--- src/rtl/cart_pkg.sv ---
// Shared definitions for the cart ROM path: scheduler states, scheduler defaults
// and the cart type codes used by the mapper.
package cart_pkg;

  typedef enum logic [1:0] {
    IDLE = 2'd0,
    RD   = 2'd1,
    WR   = 2'd2
  } sched_state_t;

  localparam int TIMEOUT_DEFAULT       = 15;
  localparam int RD_STREAK_MAX_DEFAULT = 4;

  localparam logic [7:0] CART_ROM_ONLY      = 8'h00;
  localparam logic [7:0] CART_MBC1          = 8'h01;
  localparam logic [7:0] CART_MBC1_RAM      = 8'h02;
  localparam logic [7:0] CART_MBC1_RAM_BATT = 8'h03;

endpackage

--- src/rtl/cart_rom_sched.sv ---
// Shares the cart ROM memory port between mapper fetches and the image loader,
// with a one-entry read cache, a one-deep pending read and ack timeout recovery.
module cart_rom_sched
  import cart_pkg::*;
#(
  parameter int ADDR_W        = 18,
  parameter int TIMEOUT       = TIMEOUT_DEFAULT,
  parameter int RD_STREAK_MAX = RD_STREAK_MAX_DEFAULT
) (
  input  logic              clock,
  input  logic              reset,
  input  logic              rd_req,
  input  logic [ADDR_W-1:0] rd_addr,
  output logic [7:0]        rd_data,
  output logic              rd_valid,
  output logic              rd_drop,
  input  logic              ld_req,
  input  logic [ADDR_W-1:0] ld_addr,
  input  logic [7:0]        ld_data,
  output logic              ld_busy,
  output logic              mem_req,
  output logic              mem_we,
  output logic [ADDR_W-1:0] mem_addr,
  output logic [7:0]        mem_wdata,
  input  logic [7:0]        mem_rdata,
  input  logic              mem_ack,
  output logic              err
);

  localparam int                  STREAK_W   = $clog2(RD_STREAK_MAX + 1);
  localparam logic [STREAK_W-1:0] STREAK_MAX = STREAK_W'(RD_STREAK_MAX);
  localparam logic [3:0]          TMO_LAST   = 4'(TIMEOUT - 1);

  sched_state_t        state_q;
  logic [3:0]          tmo_q;
  logic [STREAK_W-1:0] streak_q;

  logic                cache_valid_q;
  logic [ADDR_W-1:0]   cache_addr_q;
  logic [7:0]          cache_data_q;

  logic                pend_valid_q;
  logic [ADDR_W-1:0]   pend_addr_q;

  logic                ld_busy_q;
  logic                ld_pend_q;
  logic [ADDR_W-1:0]   ld_addr_q;
  logic [7:0]          ld_data_q;

  logic                resp_valid_q;
  logic [7:0]          resp_data_q;

  logic                rd_valid_q;
  logic [7:0]          rd_data_q;
  logic                rd_drop_q;
  logic                mem_req_q;
  logic                mem_we_q;
  logic [ADDR_W-1:0]   mem_addr_q;
  logic [7:0]          mem_wdata_q;
  logic                err_q;

  logic hit, miss, tmo_fire, rd_finish, wr_finish, grant_rd, grant_wr;
  logic       out_valid_d;
  logic [7:0] out_data_d;
  logic       resp_valid_d;
  logic [7:0] resp_data_d;

  // Hit check uses the registered cache, so a request in the ack cycle sees pre-ack contents.
  assign hit       = rd_req && cache_valid_q && (rd_addr == cache_addr_q);
  assign miss      = rd_req && !hit;
  assign tmo_fire  = (state_q != IDLE) && !mem_ack && (tmo_q == TMO_LAST);
  assign rd_finish = (state_q == RD) && (mem_ack || tmo_fire);
  assign wr_finish = (state_q == WR) && (mem_ack || tmo_fire);
  assign grant_rd  = (state_q == IDLE) && pend_valid_q && (!ld_pend_q || (streak_q < STREAK_MAX));
  assign grant_wr  = (state_q == IDLE) && ld_pend_q && !grant_rd;

  // Miss completion owns the response slot; a colliding hit waits one cycle in resp.
  always_comb begin
    out_valid_d  = 1'b0;
    out_data_d   = rd_data_q;
    resp_valid_d = resp_valid_q;
    resp_data_d  = resp_data_q;
    if (rd_finish) begin
      out_valid_d = 1'b1;
      out_data_d  = mem_ack ? mem_rdata : 8'hFF;
      if (hit) begin
        resp_valid_d = 1'b1;
        resp_data_d  = cache_data_q;
      end
    end else if (resp_valid_q) begin
      out_valid_d  = 1'b1;
      out_data_d   = resp_data_q;
      resp_valid_d = hit;
      if (hit) resp_data_d = cache_data_q;
    end else if (hit) begin
      out_valid_d = 1'b1;
      out_data_d  = cache_data_q;
    end
  end

  always_ff @(posedge clock or posedge reset) begin
    if (reset) begin
      state_q       <= IDLE;
      tmo_q         <= '0;
      streak_q      <= '0;
      cache_valid_q <= 1'b0;
      cache_addr_q  <= '0;
      cache_data_q  <= '0;
      pend_valid_q  <= 1'b0;
      pend_addr_q   <= '0;
      ld_busy_q     <= 1'b0;
      ld_pend_q     <= 1'b0;
      ld_addr_q     <= '0;
      ld_data_q     <= '0;
      resp_valid_q  <= 1'b0;
      resp_data_q   <= '0;
      rd_valid_q    <= 1'b0;
      rd_data_q     <= '0;
      rd_drop_q     <= 1'b0;
      mem_req_q     <= 1'b0;
      mem_we_q      <= 1'b0;
      mem_addr_q    <= '0;
      mem_wdata_q   <= '0;
      err_q         <= 1'b0;
    end else begin
      rd_valid_q   <= out_valid_d;
      rd_data_q    <= out_data_d;
      resp_valid_q <= resp_valid_d;
      resp_data_q  <= resp_data_d;

      rd_drop_q <= miss && pend_valid_q && !grant_rd;
      if (miss) begin
        pend_valid_q <= 1'b1;
        pend_addr_q  <= rd_addr;
      end else if (grant_rd) begin
        pend_valid_q <= 1'b0;
      end

      if (ld_req && !ld_busy_q) begin
        ld_busy_q <= 1'b1;
        ld_pend_q <= 1'b1;
        ld_addr_q <= ld_addr;
        ld_data_q <= ld_data;
      end else if (wr_finish) begin
        ld_busy_q <= 1'b0;
      end

      case (state_q)
        IDLE: begin
          if (grant_rd) begin
            state_q    <= RD;
            tmo_q      <= '0;
            mem_req_q  <= 1'b1;
            mem_we_q   <= 1'b0;
            mem_addr_q <= pend_addr_q;
            if (streak_q != STREAK_MAX) streak_q <= streak_q + 1'b1;
          end else if (grant_wr) begin
            state_q     <= WR;
            tmo_q       <= '0;
            mem_req_q   <= 1'b1;
            mem_we_q    <= 1'b1;
            mem_addr_q  <= ld_addr_q;
            mem_wdata_q <= ld_data_q;
            streak_q    <= '0;
            ld_pend_q   <= 1'b0;
            if (ld_addr_q == cache_addr_q) cache_valid_q <= 1'b0;
          end
        end
        RD, WR: begin
          if (mem_ack || tmo_fire) begin
            state_q   <= IDLE;
            mem_req_q <= 1'b0;
            mem_we_q  <= 1'b0;
            if (tmo_fire) err_q <= 1'b1;
            if (state_q == RD && mem_ack) begin
              cache_valid_q <= 1'b1;
              cache_addr_q  <= mem_addr_q;
              cache_data_q  <= mem_rdata;
            end
          end else begin
            tmo_q <= tmo_q + 4'd1;
          end
        end
        default: state_q <= IDLE;
      endcase
    end
  end

  assign rd_data   = rd_data_q;
  assign rd_valid  = rd_valid_q;
  assign rd_drop   = rd_drop_q;
  assign ld_busy   = ld_busy_q;
  assign mem_req   = mem_req_q;
  assign mem_we    = mem_we_q;
  assign mem_addr  = mem_addr_q;
  assign mem_wdata = mem_wdata_q;
  assign err       = err_q;

endmodule

--- config.mk ---
export PLATFORM = sky130hd
export DESIGN_NAME = cart_rom_sched
export DESIGN_NICKNAME = d
export VERILOG_FILES = /design/src/rtl/cart_pkg.sv /design/src/rtl/cart_rom_sched.sv
export SDC_FILE = /design/constraint.sdc
export NUM_CORES = 1
export LEC_CHECK = 0
export ABC_CLOCK_PERIOD_IN_PS = 4400
export BUFFER_PORTS_ARGS = -buffer_cell sky130_fd_sc_hd__buf_2
export CAP_MARGIN = 0
export CORE_UTILIZATION = 53
export CTS_BUF_LIST = sky130_fd_sc_hd__clkbuf_2 sky130_fd_sc_hd__clkbuf_4 sky130_fd_sc_hd__clkbuf_8
export CTS_CLUSTER_DIAMETER = 120
export DETAILED_ROUTE_END_ITERATION = 12
export PLACE_DENSITY = 0.8
export SYNTH_ARGS = -nofsm -noshare
export SYNTH_HDL_FRONTEND = slang
export SYNTH_SLANG_ARGS = --single-unit
--- constraint.sdc ---
create_clock -name clock -period 4.4 [get_ports clock]
set_input_delay 0.88 -clock clock [delete_from_list [all_inputs] [get_ports clock]]
set_output_delay 0.88 -clock clock [all_outputs]
set_load 0.01 [all_outputs]
* After elaboration in Yosys (flattened, before gate mapping)
Cells that the tools add are included.
Widths: inputs -> output; s select.
** Storage, ports and cells
- Register bits :: 131
- Input bits :: 57
- Output and inout port bits :: 40
- Logic and storage cells :: 127
** Operators by class
- Add/subtract/negate cells :: 2
- Magnitude comparators :: 1
- Equal/unequal tests :: 15
- Mux-type cells :: 46
- Bitwise operators :: 1
- Reduce and logical (&&, ||, !) cells :: 40
** Operators with widths (count)
- $mux 8 :: 7
- $eq 18x18->1 :: 2
- $mux 18 :: 2
- $mux 1 :: 23
- $reduce_and 3->1 :: 6
- $logic_and 1x1->1 :: 15
- $mux 4 :: 3
- $ne 2x2->1 const B :: 6
- $reduce_bool 2->1 :: 6
- $mux 3 :: 3
- $pmux 4 s2 :: 1
- $mux 2 :: 3
- $ne 3x3->1 const B :: 2
- $pmux 1 s2 :: 3
- $reduce_and 6->1 :: 1
- $logic_not 1->1 :: 5
- $add 4x1->4 const B :: 1
- $eq 4x4->1 const B :: 1
- $ne 2x1->1 const B :: 2
- $pmux 2 s2 :: 1
- $reduce_and 2->1 :: 2
- $add 3x1->3 const B :: 1
- $lt 3x3->1 const B :: 1
- $reduce_bool 3->1 :: 1
- 6 further kinds :: 7

* Logic depth before layout (Yosys ltp)
- Depth in word-level cells :: 8
- Gate-level depth with buffers :: 8
- Gate-level depth less buffers :: 7

* Worst setup path before layout
Ideal clock, no wire load.
- Path kind :: input to register
- From :: input rd_addr[13]
- To :: register pend_addr_q[0]
- Setup time :: 0.125 ns
- Arrival time :: 2.246 ns
- Required time :: 4.275 ns
- Slack :: 2.029 ns
- Cell stages on the path :: 6
- Path buffers :: 1
- Cell sequence :: xor2_1 > nor4_1 > nand3_2 > o21ai_1 > buf_4 > mux2_2
** On the way
- Word-level cells in the longest chain between the ends :: 4
** RTL lines
- from (decl) :: RTL line cart_rom_sched.sv:13 : input logic [ADDR_W-1:0] rd_addr,
- $eq 18x18->1 :: RTL line cart_rom_sched.sv:69 : assign hit = rd_req && cache_valid_q && (rd_addr == cache_addr_q);
- $logic_and 1x1->1 :: RTL line cart_rom_sched.sv:69
- $logic_not 1->1 :: RTL line cart_rom_sched.sv:70 : assign miss = rd_req && !hit;
- $logic_and 1x1->1 :: RTL line cart_rom_sched.sv:70
- to (signal assigned) :: RTL line cart_rom_sched.sv:134 : pend_addr_q <= rd_addr;
- to (decl) :: RTL line cart_rom_sched.sv:43 : logic [ADDR_W-1:0] pend_addr_q;
No other way between the ends.
A chain may end at the register's enable or synchronous reset.

* Worst setup path in the final report
- From :: input rd_addr[4]
- To :: register pend_addr_q[5]
Same word-level chain as after synthesis.

==> metrics.yaml <==
run_status: "complete, no violations"
worst-r2r-setup-slack_ns: 1.62
clock_sink_count: 131
most_common_cell_after_layout_fill_and_taps_aside: "sky130_fd_sc_hd__dfrtp_1"
crit_path_start: "rd_addr[4]"
via_per_inst: 5.62
finish.net_count: 619
crit_chain: "buf_2 -> xor2_1 -> nor4_1 -> nand3_2 -> o21ai_2 -> buf_4 -> mux2_2"
wl_per_cell_um: 17.4
post-route-worst-setup-slack_ns: 1.48
endpoint_kind: "flop"
grt_start_max_net_pins: 78
regArea_um2: 3280
cp_data_arrival_time_ns: 3.24
worst_case_reg_to_reg_path_depth: 6
finalMaxSlewViolations: 0
hold_path_origin: "err"
postCtsResizedCells: 0
drt-pass1-iter-count: 5
numCtsBuffers: 17
antenna_found_initial: 0
overflow: 0
met3_grt_util: 0.0693
commonest_cells_after_routing_fill_and_taps_aside: "131 x sky130_fd_sc_hd__dfrtp_1, 96 x sky130_fd_sc_hd__buf_2, 93 x sky130_fd_sc_hd__mux2_2"
detailedPlace.worstSlack_ns: 1.08
dieHeight_um: 107
worstHoldPathType: "flop to flop"
insertedDiodeCount: 0
crit_path_top_delay_cell: "sky130_fd_sc_hd__o21ai_2"
final.setup.tns_ns: 0
worstPathMaxFanout: 11
worst_ep_required_time_ns: 4.72
grt_pass1_vias: 4144
synth_cell_types: 45
post-route-util: 0.654
power.static_leakage_nw: 3.25
grt_first_pass_wirelength_um: 20800
detail_route.wirelength_um: 12300
timing.slew.headroom: 0.318
io_buffers: 96
global_route_met1_utilization: 0.310
fmax_mhz: 342
setup.worst_path.start_class: "primary input"
powerDensity_nw_per_um2: 735
detail_route.drc_violations: 0
tritoncts_clock_tree: "built"
cts_max_level: 4
via_count: 3948
drtAntennaViolNets: 0
routability_driven_placement_congestion_ratio: 0.775
track_usage: 0.239
width_of_the_die_um: 107
global_route.usage.met2: 0.384
clkSlewWorstSetupHoldPaths_ns: 0.07
fp.dieArea_um2: 11400
io_pins: 97
netlist_instances: 454
yosysSeqAreaShare: 0.562
timing.setup.critical_path_class: "primary input to flop"
insertion_delay_ns: 0.44
cts-root-buf: "sky130_fd_sc_hd__clkbuf_8"
netlist_area_before_placement_um2: 5830
ctsHoldBuffers: 0
initial_core_util: 0.555
place_hpwl_um: 8490
postSynthRegisterBits: 131
fp-row-count: 37
endpoints_failing_hold: 0
reg2reg_from: "cache_addr_q[4]"
cts_post_setup_buffers_inserted: 0
post_route_clock_period_utilization: 0.664
worst_slew_pin_slew_ns: 1.02
grt_setup_unrepaired: "no"
max_cap_viol_count: 0
detail_route.iter0.violations: 292
postSynthAreaPerCell_um2: 12.8
setup-violations-final: 0
synth_ff_type: "sky130_fd_sc_hd__dfrtp_1"
number_of_enable_type_register_cells_in_the_synthesized_netlist: 0
final_layout_size_suffix_gt1_frac: 0.414
clock_path_buffers: 2
critical_register_to_register_path_endpoint: "pend_addr_q[5]"
max_rail_drop_vdd_v: 0.000426
max_stage_delay_ns: 0.59
worstHoldEndpoint: "err"
layout-area-overhead-vs-synth_pct: 17.9
fin_worst_skew_ns: 0.00834
global_route.peak_usage_layer: "met2"
hold_depth: 1
multi_input_comb_area_um2: 2370
coreArea_um2: 10500
async_reset_ff_frac: 1.00
synthesized_net_count: 518
fin_crit_ns: 2.92
yosys_warnings: 0
final.fill_count: 793
[layout make-up]
| cell class | instances | share of cell area |
|---|---|---|
| Sequential cell | 131 | 0.477 |
| Multi-Input combinational cell | 275 | 0.345 |
| Timing Repair Buffer | 103 | 0.0776 |
| Clock buffer | 22 | 0.0422 |
| Tap cell | 136 | 0.0248 |
| Clock inverter | 9 | 0.0188 |
| Inverter | 27 | 0.0151 |
[where the power goes]
group          internal (mW)  leakage [nW]  total, mW  switching [mW]
clock                  0.613         0.212       1.06           0.444
sequential              1.70          1.60       2.08           0.386
combinational          0.922          1.44       1.91           0.986
total                   3.23          3.25       5.05            1.82
[sequential cells by signal, indices dropped and copies added (netlist names), 2 cells and up]
| register | cells |
|---|---|
| cache_addr_q | 18 |
| ld_addr_q | 18 |
| mem_addr | 18 |
| pend_addr_q | 18 |
| cache_data_q | 8 |
| ld_data_q | 8 |
| mem_wdata | 8 |
| rd_data | 8 |
| resp_data_q | 8 |
| tmo_q | 4 |
| streak_q | 3 |
| state_q | 2 |
[routing by layer]
layer / vias up / share of wire
met2: 121 / 0.49
li1: 1824 / -
met4: 0 / 0.013
met5: - / 0
met1: 1990 / 0.43
met3: 13 / 0.066
[how the worst max path moves through the flow]
| stage | endpoint | cells after the start |
|---|---|---|
| detailed placement | pend_addr_q[9] | 7 |
| CTS | pend_addr_q[5] | 7 |
| finish | pend_addr_q[5] | 7 |
| floorplan | cache_addr_q[0] | 1 |
| global placement | pend_addr_q[9] | 7 |
| global route | pend_addr_q[5] | 7 |
[cell families (layout without fill, tap and decap cells)]
family / count (synthesis) / in the layout / synth area share
adder cells (fa/ha/maj): 7 / 7 / 0.0150
flip-flops: 131 / 131 / 0.562
buffers and inverters: 48 / 161 / 0.0326
AND/OR/NAND/NOR: 67 / 67 / 0.0575
XOR/XNOR: 37 / 37 / 0.0556
multiplexers: 104 / 104 / 0.199
AO/OA/AOI/OAI: 60 / 60 / 0.0783
[cells in the mapped netlist, types with 2 or more instances]
cell type                  count  area, um^2
sky130_fd_sc_hd__nand2_1      14        52.6
sky130_fd_sc_hd__a211oi_1      2        15.0
sky130_fd_sc_hd__a21oi_1      11        55.1
sky130_fd_sc_hd__mux2_2       93        1050
sky130_fd_sc_hd__a21o_1        2        15.0
sky130_fd_sc_hd__dfrtp_1     131        3280
sky130_fd_sc_hd__nor2b_1       3        18.8
sky130_fd_sc_hd__o21ai_1       2        10.0
sky130_fd_sc_hd__nor4_1        5        31.3
sky130_fd_sc_hd__nor2_1       24        90.1
sky130_fd_sc_hd__buf_1         3        11.3
sky130_fd_sc_hd__mux2i_1      10         100
sky130_fd_sc_hd__nand4_1       4        25.0
sky130_fd_sc_hd__a222oi_1     18         180
sky130_fd_sc_hd__nand2b_1      3        18.8
sky130_fd_sc_hd__nand3_1       2        10.0
sky130_fd_sc_hd__ha_1          7        87.6
sky130_fd_sc_hd__a221oi_1      2        17.5
sky130_fd_sc_hd__clkbuf_1     14        52.6
sky130_fd_sc_hd__and2_1        2        12.5
sky130_fd_sc_hd__buf_4         2        15.0
sky130_fd_sc_hd__xor2_1       29         254
sky130_fd_sc_hd__o22ai_1       2        12.5
sky130_fd_sc_hd__inv_1        27         101
sky130_fd_sc_hd__and3_1        3        18.8
sky130_fd_sc_hd__xnor2_1       8        70.1
sky130_fd_sc_hd__o21ai_0      10        50.1
sky130_fd_sc_hd__buf_2         2        10.0
sky130_fd_sc_hd__nor3_1        3        15.0
[stage by stage]
stage | std cells | hold WS (ns) | instance area, um^2 | power (mW)
finish | 703 | 0.478 | 6870 | 5.05
global route | 703 | 0.496 | 6870 | 5.39
CTS | 703 | 0.486 | 6870 | 5.08
detailed placement | 672 | 0.469 | 6450 | 4.02
global placement | 672 | 0.464 | 6450 | 3.92
floorplan | 454 | 0.463 | 5830 | 3.40
[worst max-delay path: cells and delay by family]
family	cells	cell delay, ns
xor+xnor	1	0.15
compound gates	1	0.59
buf+inv	2	0.42
simple gates	2	0.85
mux	1	0.35
Power figures use the tool's default switching activity.
